**src/rtl/uart_pkg.sv**
```systemverilog
// Shared definitions for the memory-mapped UART transmitter.
// Holds the register offsets within the 16-byte window, the STATUS bit
// layout, and the transmit FSM state encoding.
package uart_pkg;

  localparam logic [3:0] REG_TXDATA   = 4'h0;
  localparam logic [3:0] REG_STATUS   = 4'h4;
  localparam logic [3:0] REG_BAUD_DIV = 4'h8;

  localparam int STAT_FULL      = 0;
  localparam int STAT_EMPTY     = 1;
  localparam int STAT_BUSY      = 2;
  localparam int STAT_OVERFLOW  = 3;
  localparam int STAT_COUNT_LSB = 4;
  localparam int STAT_COUNT_W   = 5;

  typedef enum logic [1:0] {
    ST_IDLE  = 2'd0,
    ST_START = 2'd1,
    ST_DATA  = 2'd2,
    ST_STOP  = 2'd3
  } tx_state_t;

endpackage

```
**src/rtl/sync_fifo.sv**
```systemverilog
// Single-clock FIFO with registered pointers and a fall-through head.
// Ports:
//   clk, reset          clock, synchronous active-high reset
//   push, push_data     write request and data
//   push_drop           push requested but refused (full, no pop this cycle)
//   pop, pop_data       read request; pop_data is the current head
//   full, empty, count  occupancy flags and entry count
// A push while full is accepted when a pop happens in the same cycle, so the
// count stays unchanged in that case.
module sync_fifo #(
  parameter int WIDTH = 8,
  parameter int DEPTH = 4
) (
  input  logic                   clk,
  input  logic                   reset,
  input  logic                   push,
  input  logic [WIDTH-1:0]       push_data,
  output logic                   push_drop,
  input  logic                   pop,
  output logic [WIDTH-1:0]       pop_data,
  output logic                   full,
  output logic                   empty,
  output logic [$clog2(DEPTH):0] count
);

  localparam int AW = $clog2(DEPTH);
  localparam int CW = AW + 1;

  logic [WIDTH-1:0] mem [DEPTH];
  logic [AW-1:0]    wr_ptr;
  logic [AW-1:0]    rd_ptr;
  logic             do_push;
  logic             do_pop;

  assign full      = (count == CW'(DEPTH));
  assign empty     = (count == '0);
  assign do_pop    = pop && !empty;
  assign do_push   = push && (!full || do_pop);
  assign push_drop = push && !do_push;
  assign pop_data  = mem[rd_ptr];

  // Pointers are AW bits wide, so they wrap modulo DEPTH on their own.
  always_ff @(posedge clk) begin
    if (reset) begin
      wr_ptr <= '0;
      rd_ptr <= '0;
      count  <= '0;
    end else begin
      if (do_push) wr_ptr <= wr_ptr + AW'(1);
      if (do_pop)  rd_ptr <= rd_ptr + AW'(1);
      case ({do_push, do_pop})
        2'b10:   count <= count + CW'(1);
        2'b01:   count <= count - CW'(1);
        default: ;
      endcase
    end
  end

  always_ff @(posedge clk) begin
    if (do_push) mem[wr_ptr] <= push_data;
  end

endmodule

```
**src/rtl/mmio_uart_tx.sv**
```systemverilog
// Memory-mapped 8N1 UART transmitter sitting beside dmem on the data bus.
// Ports:
//   clk, reset              clock, synchronous active-high reset
//   ip_data_addr/wr/rd      processor byte address and strobes
//   ip_data_mask            byte-lane enables for writes
//   ip_data_from_proc       write data
//   op_data_valid           one-cycle acknowledge, one cycle after a hit
//   op_data_from_uart       registered read data, zero without an ack
//   op_tx                   serial line, idle high
//
// state   | meaning
// IDLE    | line high; pops the FIFO head and starts a frame when available
// START   | start bit (low) for div cycles
// DATA    | 8 data bits LSB first, div cycles each
// STOP    | stop bit (high) for div cycles
module mmio_uart_tx
  import uart_pkg::*;
#(
  parameter logic [31:0] BASE_ADDR      = 32'h0000_1000,
  parameter int          FIFO_DEPTH     = 4,
  parameter logic [15:0] RESET_BAUD_DIV = 16'd16
) (
  input  logic        clk,
  input  logic        reset,
  input  logic [31:0] ip_data_addr,
  input  logic        ip_data_wr,
  input  logic [3:0]  ip_data_mask,
  input  logic [31:0] ip_data_from_proc,
  input  logic        ip_data_rd,
  output logic        op_data_valid,
  output logic [31:0] op_data_from_uart,
  output logic        op_tx
);

  localparam int CW = $clog2(FIFO_DEPTH) + 1;

  logic [3:0]  offset;
  logic        hit, wr_hit, rd_hit;
  logic        push_req, status_rd;
  logic [31:0] rd_mux;
  logic [15:0] baud_div, div_eff, div_lat, baud_cnt;
  logic        overflow;
  logic        busy;

  logic          fifo_pop, fifo_full, fifo_empty, fifo_drop;
  logic [7:0]    fifo_head;
  logic [CW-1:0] fifo_count;

  tx_state_t   state, state_next;
  logic [2:0]  bit_cnt;
  logic [7:0]  shift;
  logic        baud_tc;

  // Upper data bits and lanes 2..3 have no register behind them.
  logic unused_bits;
  assign unused_bits = ^{ip_data_from_proc[31:16], ip_data_mask[3:2]};

  assign offset = ip_data_addr[3:0];
  assign hit    = (ip_data_rd || ip_data_wr) && (ip_data_addr[31:4] == BASE_ADDR[31:4]);
  assign wr_hit = hit && ip_data_wr;
  // rd together with wr is handled as a plain write returning zero.
  assign rd_hit = hit && ip_data_rd && !ip_data_wr;

  assign push_req  = wr_hit && (offset == REG_TXDATA) && ip_data_mask[0];
  assign status_rd = rd_hit && (offset == REG_STATUS);

  assign div_eff  = (baud_div == 16'd0) ? 16'd1 : baud_div;
  assign baud_tc  = (baud_cnt == 16'd0);
  assign fifo_pop = (state == ST_IDLE) && !fifo_empty;

  sync_fifo #(
    .WIDTH (8),
    .DEPTH (FIFO_DEPTH)
  ) u_fifo (
    .clk       (clk),
    .reset     (reset),
    .push      (push_req),
    .push_data (ip_data_from_proc[7:0]),
    .push_drop (fifo_drop),
    .pop       (fifo_pop),
    .pop_data  (fifo_head),
    .full      (fifo_full),
    .empty     (fifo_empty),
    .count     (fifo_count)
  );

  always_comb begin
    rd_mux = '0;
    case (offset)
      REG_STATUS: begin
        rd_mux[STAT_FULL]     = fifo_full;
        rd_mux[STAT_EMPTY]    = fifo_empty;
        rd_mux[STAT_BUSY]     = busy;
        rd_mux[STAT_OVERFLOW] = overflow;
        rd_mux[STAT_COUNT_LSB +: STAT_COUNT_W] = STAT_COUNT_W'(fifo_count);
      end
      REG_BAUD_DIV: rd_mux[15:0] = baud_div;
      default: ;
    endcase
  end

  always_ff @(posedge clk) begin
    if (reset) begin
      op_data_valid     <= 1'b0;
      op_data_from_uart <= '0;
      baud_div          <= RESET_BAUD_DIV;
      overflow          <= 1'b0;
    end else begin
      op_data_valid     <= hit;
      op_data_from_uart <= rd_hit ? rd_mux : '0;
      if (wr_hit && (offset == REG_BAUD_DIV)) begin
        if (ip_data_mask[0]) baud_div[7:0]  <= ip_data_from_proc[7:0];
        if (ip_data_mask[1]) baud_div[15:8] <= ip_data_from_proc[15:8];
      end
      // A drop in the same cycle as a STATUS read keeps the flag set.
      if (fifo_drop)      overflow <= 1'b1;
      else if (status_rd) overflow <= 1'b0;
    end
  end

  always_ff @(posedge clk) begin
    if (reset) state <= ST_IDLE;
    else       state <= state_next;
  end

  always_comb begin
    state_next = state;
    case (state)
      ST_IDLE:  if (!fifo_empty)                 state_next = ST_START;
      ST_START: if (baud_tc)                     state_next = ST_DATA;
      ST_DATA:  if (baud_tc && bit_cnt == 3'd7)  state_next = ST_STOP;
      ST_STOP:  if (baud_tc)                     state_next = ST_IDLE;
      default:                                   state_next = ST_IDLE;
    endcase
  end

  // Divider is captured at frame start so BAUD_DIV writes only affect later frames.
  always_ff @(posedge clk) begin
    if (reset) begin
      baud_cnt <= '0;
      bit_cnt  <= '0;
      shift    <= '0;
      div_lat  <= 16'd1;
    end else begin
      case (state)
        ST_IDLE: if (!fifo_empty) begin
          shift    <= fifo_head;
          bit_cnt  <= '0;
          baud_cnt <= div_eff - 16'd1;
          div_lat  <= div_eff;
        end
        ST_START: baud_cnt <= baud_tc ? div_lat - 16'd1 : baud_cnt - 16'd1;
        ST_DATA: begin
          if (baud_tc) begin
            baud_cnt <= div_lat - 16'd1;
            shift    <= shift >> 1;
            bit_cnt  <= bit_cnt + 3'd1;
          end else begin
            baud_cnt <= baud_cnt - 16'd1;
          end
        end
        ST_STOP: if (!baud_tc) baud_cnt <= baud_cnt - 16'd1;
        default: ;
      endcase
    end
  end

  always_comb begin
    op_tx = 1'b1;
    busy  = (state != ST_IDLE);
    case (state)
      ST_START: op_tx = 1'b0;
      ST_DATA:  op_tx = shift[0];
      default:  op_tx = 1'b1;
    endcase
  end

endmodule

```
**config.mk**
```make
export PLATFORM = sky130hd
export DESIGN_NAME = mmio_uart_tx
export DESIGN_NICKNAME = d
export VERILOG_FILES = /design/src/rtl/uart_pkg.sv /design/src/rtl/sync_fifo.sv /design/src/rtl/mmio_uart_tx.sv
export SDC_FILE = /design/constraint.sdc
export NUM_CORES = 1
export LEC_CHECK = 0
export CORE_MARGIN = 8
export CORE_UTILIZATION = 50
export DETAILED_ROUTE_END_ITERATION = 16
export MAX_ROUTING_LAYER = met4
export PLACE_DENSITY_LB_ADDON = 0.1
export SYNTH_ARGS = -nofsm -noshare
export SYNTH_HDL_FRONTEND = slang
export SYNTH_SLANG_ARGS = --single-unit
```
**constraint.sdc**
```tcl
create_clock -name clk -period 3.52 [get_ports clk]
set_clock_uncertainty 0.2 [all_clocks]
set_input_delay 0.704 -clock clk [delete_from_list [all_inputs] [get_ports clk]]
set_output_delay 0.704 -clock clk [all_outputs]
set_load 0.1 [all_outputs]
```
==> Yosys cells after proc, flatten, opt, wreduce, memory -nomap -nowiden <==
Memory sizes are Yosys's and may differ from the RTL's. A register that Yosys moved wholly into a read port is not among the register bits.
Index checks and enable logic that the tools add are counted.
{ "op_classes": {"n_addsub": 8, "eq_ne": 16, "muxes": 25, "n_bitwise": 3, "reduce_logical": 37} }
{ "op_table": {"columns": ["operator", "n"], "rows": [
  ["$mux W16", 4],
  ["$pmux W16 S3", 1],
  ["$sub A16 B1 Y16 const B", 3],
  ["$logic_not A16 Y1", 2],
  ["$eq A28 B9 Y1 const B", 1],
  ["$pmux W9 S2", 1],
  ["$mux W8", 2],
  ["$pmux W8 S2", 1],
  ["$logic_and A1 B1 Y1", 13],
  ["$mux W2", 6],
  ["$ne A2 B2 Y1 const B", 6],
  ["$pmux W3 S2", 2],
  ["$pmux W2 S4", 1],
  ["$reduce_and A2 Y1", 4],
  ["$reduce_bool A2 Y1", 4],
  ["$add A3 B1 Y3 const B", 2],
  ["$eq A2 B2 Y1 const B", 3],
  ["$eq A3 B3 Y1 const B", 2],
  ["$mux W3", 2],
  ["$add A2 B1 Y2 const B", 2],
  ["$eq A2 B1 Y1 const B", 2],
  ["$eq A4 B3 Y1 const B", 1],
  ["$eq A4 B4 Y1 const B", 1],
  ["$logic_not A1 Y1", 4],
  ["12 further kinds", 19]
]} }
{ "word_totals": {"regBits": 102, "ramBits": 32, "output_inout_bits": 34, "wordCells": 105, "n_memories": 1} }
{ "mem_list": {"columns": ["memory", "words", "word_bits", "read_ports", "rd_clocked_by_memory_dff", "wr", "line", "text"], "rows": [
  ["u_fifo.mem", 4, 8, 1, 1, 1, "sync_fifo.sv:29", "logic [WIDTH-1:0] mem [DEPTH];"]
]} }

==> Logic depth before layout (Yosys ltp) <==
Gate-level depths: netlist of the first run.
{ "logic_depth": {"word_depth": 9, "mapped_depth": 11, "depth_no_buf": 10} }

==> Hierarchy <==
Synthesis of the first run repeated with hierarchy kept, for this count alone.
{ "hier_totals": {"cells_unflattened": 644, "hier_area_um2": 6192.2} }
{ "by_module_without_submodules": {"columns": ["module", "n_inst", "cells_per_inst", "area_each_um2", "seq_area_each_um2"], "rows": [
  ["mmio_uart_tx", 1, 547, 4535.6, 1581.5],
  ["sync_fifo", 1, 97, 1656.6, 1141.1]
]} }

==> Least setup slack after synthesis of the first run <==
No wires, ideal clock.
{ "synth_timing": {"path_kind": "reg2out", "startpoint": "register state[0]", "endpoint": "output op_tx", "arrival_ps": 2715, "path_slack_ps": -99, "path_stages_with_launch": 5, "n_path_buf": 1, "cell_sequence": "dfxtp_1 inv_1 ha_1 buf_1 mux2i_1"} }
{ "synth_between": {"elab_chain_len": 2} }
{ "synth_rtl": {"columns": ["element", "line", "text"], "rows": [
  ["start, declared", "mmio_uart_tx.sv:49", "tx_state_t state, state_next;"],
  ["start signal, assigned", "mmio_uart_tx.sv:123", "else state <= state_next;"],
  ["$eq A2 B2 Y1 or $eq A2 B1 Y1 (tied branches)", "mmio_uart_tx.sv:171", "case (state)"],
  ["$pmux W1 S2 *", "mmio_uart_tx.sv:171", null],
  ["end, declared", "mmio_uart_tx.sv:32", "output logic op_tx"]
]} }
Mark *: on every way between the ends. The rest lies on a longest branch, timed or not.

==> Worst setup path after layout of the first run <==
{ "layout_timing": {"startpoint": "input ip_data_addr[0]", "endpoint": "register u_fifo.count[2]"} }
{ "layout_between": {"elab_chain_len": 6} }
{ "layout_rtl": {"columns": ["element", "line", "text"], "rows": [
  ["start, declared", "mmio_uart_tx.sv:25", "input logic [31:0] ip_data_addr,"],
  ["$logic_not A4 Y1 *", "mmio_uart_tx.sv:64", "assign push_req = wr_hit && (offset == REG_TXDATA) && ip_data_mask[0];"],
  ["$logic_and A1 B1 Y1 * (2 in series)", "mmio_uart_tx.sv:64", null],
  ["$logic_and A1 B1 Y1 *", "sync_fifo.sv:38", "assign do_push = push && (!full || do_pop);"],
  ["$eq A2 B1 Y1 or $eq A2 B2 Y1 (tied branches)", "sync_fifo.sv:51", "case ({do_push, do_pop})"],
  ["$pmux W3 S2 or $reduce_bool A2 Y1 (tied branches)", null, null],
  ["end signal, assigned", "sync_fifo.sv:52", "2'b10: count <= count + CW'(1);"],
  ["end signal, assigned", "sync_fifo.sv:53", "2'b01: count <= count - CW'(1);"],
  ["end, declared", "sync_fifo.sv:23", "output logic [$clog2(DEPTH):0] count"]
]} }
Marked as above.
A chain may end at the register's enable or synchronous reset.

==> results of run 1 <==
## placed cells by master, fill, tap and decap left out, types with 4 or more instances in the layout
cell type / instances
sky130_fd_sc_hd__a211o_1: 8
sky130_fd_sc_hd__a211oi_1: 18
sky130_fd_sc_hd__a21oi_1: 35
sky130_fd_sc_hd__a22o_1: 5
sky130_fd_sc_hd__a22oi_1: 4
sky130_fd_sc_hd__and2_1: 18
sky130_fd_sc_hd__buf_4: 43
sky130_fd_sc_hd__clkbuf_16: 17
sky130_fd_sc_hd__clkdlybuf4s50_1: 52
sky130_fd_sc_hd__clkinv_4: 4
sky130_fd_sc_hd__conb_1: 16
sky130_fd_sc_hd__dfxtp_1: 88
sky130_fd_sc_hd__edfxtp_1: 32
sky130_fd_sc_hd__ha_1: 15
sky130_fd_sc_hd__inv_1: 21
sky130_fd_sc_hd__mux2i_1: 27
sky130_fd_sc_hd__mux4_2: 8
sky130_fd_sc_hd__nand2_1: 59
sky130_fd_sc_hd__nand2b_1: 5
sky130_fd_sc_hd__nand3_1: 6
sky130_fd_sc_hd__nand3b_1: 5
sky130_fd_sc_hd__nand4_1: 5
sky130_fd_sc_hd__nor2_1: 62
sky130_fd_sc_hd__nor3_1: 16
sky130_fd_sc_hd__nor4_1: 19
sky130_fd_sc_hd__nor4b_1: 4
sky130_fd_sc_hd__o21ai_0: 11
sky130_fd_sc_hd__o21bai_1: 4
sky130_fd_sc_hd__o31ai_1: 4
sky130_fd_sc_hd__or4_1: 5
sky130_fd_sc_hd__xnor2_1: 18
sky130_fd_sc_hd__xor2_1: 19
## critical path: stages
cell	delay, ns
sky130_fd_sc_hd__clkdlybuf4s50_1	0.44
sky130_fd_sc_hd__nor3_1	0.23
sky130_fd_sc_hd__or3b_2	0.50
sky130_fd_sc_hd__o31ai_1	0.35
sky130_fd_sc_hd__inv_1	0.11
sky130_fd_sc_hd__fa_1	0.39
sky130_fd_sc_hd__and2_1	0.15
sky130_fd_sc_hd__o2bb2ai_1	0.13
sky130_fd_sc_hd__xnor2_1	0.13
sky130_fd_sc_hd__nor2_1	0.05
## layer usage
metal / up-vias / GRT usage
met2: 169 / 0.296
met3: 24 / 0.0545
met5: - / -
li1: 2418 / -
met1: 2312 / 0.249
met4: 0 / 0.0609
## per-stage QoR
| stage | setup WS [ns] | cell area (µm²) | std cells | power (mW) | setup TNS [ns] |
|---|---|---|---|---|---|
| floorplan | 0.409 | 6260 | 645 | 3.32 | 0 |
| global placement | 0.0351 | 7030 | 862 | 3.67 | 0 |
| detailed placement | -0.0158 | 7030 | 862 | 3.71 | -0.0158 |
| CTS | 0.419 | 7600 | 894 | 5.37 | 0 |
| global route | 0.201 | 7600 | 894 | 5.66 | 0 |
| finish | 0.398 | 7600 | 894 | 5.36 | 0 |
## cell type report
type                    count  area [µm²]
well taps                 168         210
multi-input cells         455        3130
clock buffers              19         433
clock inverters            13         131
repair buffers             98         888
inverters                  21        78.8
fillers                  1006        4470
flip-flops and latches    120        2720
## sequential cells by signal, indices dropped and copies added, names as in the netlist, named ones only
| name | count |
|---|---|
| bit_cnt | 3 |
| u_fifo.mem | 32 |
| state | 2 |
| overflow | 1 |
| u_fifo.wr_ptr | 2 |
| div_lat | 16 |
| baud_div | 16 |
| op_data_valid | 1 |
| baud_cnt | 16 |
| op_data_from_uart | 16 |
| shift | 8 |
| u_fifo.count | 3 |
| u_fifo.rd_ptr | 2 |
## power by group through the flow
stage	clock [mW]	combinational [mW]	sequential (mW)
detailed placement	0	1.95	1.76
global placement	0	1.92	1.76
finish	1.64	1.97	1.74
floorplan	0	1.63	1.69
CTS	1.67	1.96	1.74
global route	1.73	2.16	1.77
## path summary, 6_finish.rpt
check                       start               to  cells past startpoint
setup / recovery  ip_data_addr[0]  u_fifo.count[2]                     10
hold / removal        div_lat[14]      div_lat[14]                      2
setup reg to reg      baud_div[2]      baud_cnt[8]                     11
hold reg to reg       div_lat[14]      div_lat[14]                      2
## cell families (layout without fill, tap and decap cells)
logic type                 Yosys count  count (layout)
DFF                                120             120
AOI/OAI and AO/OA                  115             115
other                                1              16
and+or+nand+nor                    233             233
adders and majority gates           16              16
muxes                               38              38
xor gates and xnor gates            37              37
buffers and inverters               70             151
==> metrics.md, run 1 <==
| Metric | Value |
|---|---|
| Fraction of power consumed by combinational cells | `0.368` |
| Flip-flop and latch count after synthesis | `120` |
| Final estimated routing congestion in global placement | `about 0.9` |
| Leakage power total | `between 2 and 3 nW` |
| Data required time of the critical path | `between 3 and 4 ns` |
| Total standard cell area after synthesis | `roughly 6200 µm²` |
| Type of origin of the critical path | `input pin` |
| Kind of critical path | `input pin to register` |
| Post-detailed-route wirelength per cell | `approximately 17 µm` |
| Number of nets with antenna violations after routing | `0` |
| Number of inserted diodes | `0` |
| H-tree levels | `4` |
| WL met3 | `between 900 and 1000 µm` |
| Number of rows created at floorplan | `40` |
| Post-detailed-route via-to-cell ratio | `approximately 5.5` |
| Mux contribution to synthesized area | `0.0779` |
| Die Outline Area | `between 15000 and 20000 µm²` |
| Part of the power in the clock network | `0.307` |
| Synth cell types | `71` |
| Routed WL | `15000 µm` |
| Switching power summed over all nets | `approximately 2 mW` |
| Synth Area in Compound Gates | `0.128` |
| Largest area contributor in the netlist | `sky130_fd_sc_hd__dfxtp_1` |
| Proportion of power drawn by flip-flops and latches | `0.325` |
| Minimum setup slack among reg-to-reg paths | `0.65 ns` |
| Net switching fraction of the power | `0.370` |
| Adder-cell share of the synthesized area | `0.0335` |
| Rel. slew slack | `0.467` |
| First DRT Iteration DRCs | `320` |
| Number of pins exceeding their max-slew limit in the final report | `0` |
| Maximum count of clock buffers along a single path | `2` |
| Final net count | `~800` |
| Detailed Routing Iterations Pass 1 | `5` |
| Slew of the pin with the lowest slew margin | `around 0.80 ns` |
| Post-Synth Simple-Gate Area | `0.204` |
| Main combinational cell family by area after synthesis | `simple AND/OR/NAND/NOR gates` |
| Internal power | `3.38 mW` |
| Max-cap violations | `0` |
| Y dimension of the die | `127 µm` |
| Overflow after GRT | `0` |
| Std-Cell Core Area | `roughly 12000 µm²` |
| Fraction of post-synthesis cell area in the top cell type by area | `0.284` |
| Post-layout minimum cycle time | `about 3.1 ns` |
| PortBufs | `around 70` |
| DR top layer | `met4` |
| Post-synthesis sequential area ratio | `0.439` |
| Cell at the root of the clock tree | `sky130_fd_sc_hd__clkbuf_16` |
| Number of enable flip-flop cells after synthesis | `32` |
| Power Density | `around 710 nW/µm²` |
| Overall fraction of global-route tracks in use | `0.195` |
| Result of the run | `complete, no violations` |
| Leading post-synthesis cells by instance count | `88 x sky130_fd_sc_hd__dfxtp_1, 62 x sky130_fd_sc_hd__nor2_1, 59 x sky130_fd_sc_hd__nand2_1` |
| Final period utilization | `0.887` |
| Share of synthesized registers carrying an async set or reset | `0` |
| Syn_area_per_cell | `between 9 and 10 µm²` |
| Routed vias | `4923` |
| Routed length on met2 | `approximately 7000 µm` |
| Post-CTS Resized | `0` |
| Hold buffer count at cts | `0` |
| Number of global-route vias before repair | `about 5000` |
| Fraction of final layout cells with drive strength greater than 1 | `0.138` |
| Dpl hpwl | `11100 µm` |
| Starting Density | `0.514` |
| Peak supply drop | `between 0.3 and 0.4 mV` |
| Clock latency at the later pin of the worst-skew pair | `about 0.41 ns` |
| Largest net degree at the start of global routing | `42` |
| Endpoint kind of the worst setup timing path | `register` |
| Die Wd | `roughly 130 µm` |
| Leading register cell type out of synthesis | `sky130_fd_sc_hd__dfxtp_1` |
| Worst hold slack | `around 0.28 ns` |
| First-pass GRT wire length | `~24000 µm` |
| Maximum clock frequency | `~0.32 GHz` |
| Worst endpoint data arrival time | `approximately 3.2 ns` |
| Setup Buffers After CTS | `0` |
| Leading cell types by total area after synthesis | `sky130_fd_sc_hd__dfxtp_1 28%, sky130_fd_sc_hd__edfxtp_1 16%, sky130_fd_sc_hd__mux2i_1 4.5%` |
| RSZ-0062 raised after global routing | `false` |
| Cell with the most instances after synthesis | `sky130_fd_sc_hd__dfxtp_1` |
| Sum of routed wire segments on met1 | `roughly 7000 µm` |
| Xor/xnor share of the synthesized area | `0.0523` |
| Clk sink count | `between 100 and 150` |
| Final cell utilization of the core | `0.630` |
| Clock tree from TritonCTS | `built` |
| Critical-path maximum fanout | `3` |
| Worst min path class | `register to register` |
| Clock edge transition at the registers on the reported setup and hold paths | `0.05 ns` |
| Post-route DRC violation count | `0` |
| Io pins | `106` |
| P&R area growth vs syn | `22.5%` |
| Antenna violations before repair | `0` |
| Warning count from the yosys run | `0` |
| Number of cells produced by synthesis | `630` |
| Inserted Clock Buffers | `17` |
| Final Hold Fails | `0` |
| Final number of setup-violating endpoints | `0` |
No activity file was read; power rests on OpenSTA's default activity.
==> run 2, diff against run 1 <==
- ABC_AREA: unset -> 1
==> metrics.md, run 2 <==
| Metric | Value |
|---|---|
| Result of the run | `complete, no violations (unchanged)` |
| Post-CTS Resized | `0 (unchanged)` |
| Number of nets with antenna violations after routing | `0 (unchanged)` |
| Leading post-synthesis cells by instance count | `178 x sky130_fd_sc_hd__nand2_1, 141 x sky130_fd_sc_hd__nor2_1, 88 x sky130_fd_sc_hd__dfxtp_1 (was 88 x sky130_fd_sc_hd__dfxtp_1, 62 x sky130_fd_sc_hd__nor2_1, 59 x sky130_fd_sc_hd__nand2_1)` |
| Maximum clock frequency | `0.353 GHz (was 0.320 GHz)` |
| Final estimated routing congestion in global placement | `0.906 (was 0.884)` |
| Max-cap violations | `0 (unchanged)` |
| Io pins | `106 (unchanged)` |
| Starting Density | `0.514 (about the same)` |
| First DRT Iteration DRCs | `528 (was 320)` |
| Peak-usage layer in the global routing report | `met2 (unchanged)` |
| Fill cell instance count of the final layout | `1187 (was 1006)` |
| Fraction of power consumed by combinational cells | `0.118 (was 0.368)` |
| Cell with the most instances after synthesis | `sky130_fd_sc_hd__nand2_1 (was sky130_fd_sc_hd__dfxtp_1)` |
| Overall fraction of global-route tracks in use | `0.216 (was 0.195)` |
| Leading cell types by total area after synthesis | `sky130_fd_sc_hd__dfxtp_1 27%, sky130_fd_sc_hd__edfxtp_1 15%, sky130_fd_sc_hd__nand2_1 10% (was sky130_fd_sc_hd__dfxtp_1 28%, sky130_fd_sc_hd__edfxtp_1 16%, sky130_fd_sc_hd__mux2i_1 4.5%)` |
| Cell Count Post-Placement | `1118 (was 862)` |
| Kind of critical path | `register to output pin (was input pin to register)` |
| Share of synthesized registers carrying an async set or reset | `0 (unchanged)` |
| Final Hold Fails | `0 (unchanged)` |
| P&R area growth vs syn | `21.3% (was 22.5%)` |
| Type of origin of the critical path | `register (was input pin)` |
| Net switching fraction of the power | `0.271 (was 0.370)` |
| Y dimension of the die | `130 µm (was 127 µm)` |
| Peak supply drop | `0.411 mV (was 0.361 mV)` |
| Die Outline Area | `16900 µm² (was 16200 µm²)` |
| Mux contribution to synthesized area | `0 (was 0.0779)` |
| Slowest library cell on the worst path | `sky130_fd_sc_hd__or2_2 (was sky130_fd_sc_hd__or3b_2)` |
| Flip-flop and latch count after synthesis | `120 (unchanged)` |
| Maximum count of clock buffers along a single path | `2 (unchanged)` |
| Area after detailed placement | `7270 µm² (was 7030 µm²)` |
| Total standard cell area after synthesis | `6510 µm² (was 6200 µm²)` |
| Syn_area_per_cell | `7.28 µm² (was 9.84 µm²)` |
| Final period utilization | `0.805 (was 0.887)` |
| Switching power summed over all nets | `1.01 mW (was 1.98 mW)` |
| Post-placement worst setup slack | `0.458 ns (was -0.0158 ns)` |
| Worst min path class | `register to register (unchanged)` |
| Number of rows created at floorplan | `41 (was 40)` |
| Warning count from the yosys run | `0 (unchanged)` |
| Number of global-route vias before repair | `5688 (was 4930)` |
| Xor/xnor share of the synthesized area | `0.0229 (was 0.0523)` |
| Register ranked first by flip-flop count | `u_fifo.mem (unchanged)` |
| Fraction of final layout cells with drive strength greater than 1 | `0.0859 (was 0.138)` |
| Routed WL | `17000 µm (was 15000 µm)` |
| Clock tree from TritonCTS | `built (unchanged)` |
| Post-synthesis sequential area ratio | `0.418 (was 0.439)` |
| Commonest cells after routing, fill and taps aside | `178 x sky130_fd_sc_hd__nand2_1, 141 x sky130_fd_sc_hd__nor2_1, 88 x sky130_fd_sc_hd__dfxtp_1, 84 x sky130_fd_sc_hd__inv_1, 84 x sky130_fd_sc_hd__o21ai_0 (was 88 x sky130_fd_sc_hd__dfxtp_1, 62 x sky130_fd_sc_hd__nor2_1, 59 x sky130_fd_sc_hd__nand2_1, 52 x sky130_fd_sc_hd__clkdlybuf4s50_1, 43 x sky130_fd_sc_hd__buf_4)` |
| Final number of setup-violating endpoints | `0 (unchanged)` |
| Rel. slew slack | `0.492 (was 0.467)` |
| Synth cell types | `48 (was 71)` |
| Adder-cell share of the synthesized area | `0.0319 (was 0.0335)` |
| Final cell utilization of the core | `0.623 (was 0.630)` |
| Largest net degree at the start of global routing | `53 (was 42)` |
| Worst endpoint data arrival time | `1.93 ns (was 3.19 ns)` |
| Minimum setup slack among reg-to-reg paths | `0.87 ns (was 0.65 ns)` |
| Worst setup path endpoint | `op_tx (was u_fifo.count[2])` |
| Dpl hpwl | `12000 µm (was 11100 µm)` |
| Antenna violations before repair | `0 (unchanged)` |
| Number of inserted diodes | `0 (unchanged)` |
| Number of enable flip-flop cells after synthesis | `32 (unchanged)` |
| Cells along the critical path | `inv_1, ha_1, or2_2, nand2_1, buf_4 (was clkdlybuf4s50_1, nor3_1, or3b_2, o31ai_1, inv_1, fa_1, and2_1, o2bb2ai_1, xnor2_1, nor2_1)` |
| Detailed Routing Iterations Pass 1 | `5 (unchanged)` |
| Peak per-stage delay on the critical path | `0.37 ns (was 0.50 ns)` |
| Count of non-filler cells in the finished layout | `1150 (was 894)` |
| H-tree levels | `4 (unchanged)` |
| First-pass GRT wire length | `28000 µm (was 24500 µm)` |
| Post-layout minimum cycle time | `2.83 ns (was 3.12 ns)` |
| Critical R2R Launch | `baud_div[6] (was baud_div[2])` |
| Setup Total Neg Slack | `0 ns (unchanged)` |
| Post-Synth Simple-Gate Area | `0.267 (was 0.204)` |
| Post-detailed-route wirelength per cell | `14.8 µm (was 16.8 µm)` |
| Fraction of post-synthesis cell area in the top cell type by area | `0.271 (was 0.284)` |
| PortBufs | `71 (unchanged)` |
| Proportion of power drawn by flip-flops and latches | `0.388 (was 0.325)` |
| Data required time of the critical path | `2.62 ns (was 3.59 ns)` |
| Number of pins exceeding their max-slew limit in the final report | `0 (unchanged)` |
| Final cell area excluding filler cells | `7900 µm² (was 7600 µm²)` |
| Destination of the worst register-to-register timing path | `baud_cnt[10] (was baud_cnt[8])` |
| Critical-path maximum fanout | `12 (was 3)` |
| Part of the power in the clock network | `0.494 (was 0.307)` |
| Synth Area in Compound Gates | `0.168 (was 0.128)` |
| Grt met2 use | `0.313 (was 0.296)` |
| Worst setup startpoint | `state[0] (was ip_data_addr[0])` |
| Worst hold slack | `0.270 ns (was 0.281 ns)` |
| Leading register cell type out of synthesis | `sky130_fd_sc_hd__dfxtp_1 (unchanged)` |
| Std-Cell Core Area | `12700 µm² (was 12100 µm²)` |
| Leakage power total | `3.43 nW (was 2.83 nW)` |
| Largest area contributor in the netlist | `sky130_fd_sc_hd__dfxtp_1 (unchanged)` |
| Post-layout total power | `3.72 mW (was 5.36 mW)` |
| Internal power | `2.71 mW (was 3.38 mW)` |
| Number of cells produced by synthesis | `894 (was 630)` |
| GR Layer Usage met1 | `0.296 (was 0.249)` |
| Met3 usage | `0.0424 (was 0.0545)` |
| Hold buffer count at cts | `0 (unchanged)` |
| Final net count | `1053 (was 801)` |
| Cell at the root of the clock tree | `sky130_fd_sc_hd__clkbuf_16 (unchanged)` |
| Overflow after GRT | `0 (unchanged)` |
| Clock edge transition at the registers on the reported setup and hold paths | `0.06 ns (was 0.05 ns)` |
| RSZ-0062 raised after global routing | `false (unchanged)` |
| Die Wd | `130 µm (was 127 µm)` |
| Flip-flop count of the largest register, all copies and words added | `32 (unchanged)` |
| Setup Buffers After CTS | `0 (unchanged)` |
| Main combinational cell family by area after synthesis | `simple AND/OR/NAND/NOR gates (unchanged)` |
| Final worst-path setup slack | `0.685 ns (was 0.398 ns)` |
| Endpoint kind of the worst setup timing path | `output pin (was register)` |
| Post-detailed-route via-to-cell ratio | `5.20 (was 5.51)` |
| Post-route DRC violation count | `0 (unchanged)` |
| Slew of the pin with the lowest slew margin | `0.761 ns (was 0.799 ns)` |
| Inserted Clock Buffers | `17 (unchanged)` |
| Clk sink count | `120 (unchanged)` |
| Clock latency at the later pin of the worst-skew pair | `0.42 ns (was 0.41 ns)` |
| Power Density | `471 nW/µm² (was 705 nW/µm²)` |
| Most frequent standard cell in the layout excluding fill and tap cells | `sky130_fd_sc_hd__nand2_1 (was sky130_fd_sc_hd__dfxtp_1)` |
| Routed vias | `5981 (was 4923)` |
| Number of cells traversed by the worst register-to-register path | `14 (was 11)` |
run 2: changes by cell type after synthesis, sizes merged, moves of 13 or more:
cell	before	now
inv	21	88
nand4	6	19
nor2	62	146
o21ai	12	88
nand3	6	50
a211oi	18	0
nor3	18	4
a21oi	35	75
and2	19	2
nand2	59	181
mux2i	28	0
nor4	23	0
run 2: worst max-delay path, delay by kind of cell (launching register included):
kind,cells,cell delay [ns]
buf+inv,2,0.38
fa+ha+maj,1,0.35
flops,1,0.35
simple gates,2,0.44
run 2: how the worst min path moves through the flow:
stage	startpoint	to	cells past startpoint
4_1_cts	shift[3]	shift[2]	2
5_1_grt	shift[3]	shift[2]	2
2_1_floorplan	overflow	op_data_from_uart[3]	2
3_5_place_dp	u_fifo.rd_ptr[0]	register	1
6_report	overflow	overflow	2
3_3_place_gp	u_fifo.rd_ptr[1]	u_fifo.rd_ptr[1]	2
run 2: final cells by class:
class,instances,area (µm²),area share
inverter,90,338,0.0428
multi-input combinational,655,3250,0.412
tap,172,215,0.0273
clock inverter,13,150,0.0190
sequential,120,2720,0.345
clock buffer,19,475,0.0602
timing repair buffer,81,741,0.0938
run 2: per-layer routing:
| layer | up-vias | wire length, µm |
|---|---|---|
| li1 | 3071 | - |
| met1 | 2672 | 8390 |
| met2 | 217 | 7270 |
| met3 | 21 | 1180 |
| met4 | 0 | 197 |
| met5 | - | 0 |
run 2: logic make-up after synthesis:
logic type | count (synthesis)
AOI/OAI and AO/OA | 197
xor gates and xnor gates | 17
adders and majority gates | 16
buffers and inverters | 134
DFF | 120
other | 1
and+or+nand+nor | 409
run 2: power groups by stage:
stage	Combinational [mW]	Sequential [mW]	Clock, mW
final	0.441	1.44	1.84
after global placement	0.433	1.47	0
after floorplan	0.314	1.47	0
after detailed placement	0.436	1.47	0
after CTS	0.437	1.44	1.85
after global routing	0.487	1.44	1.92
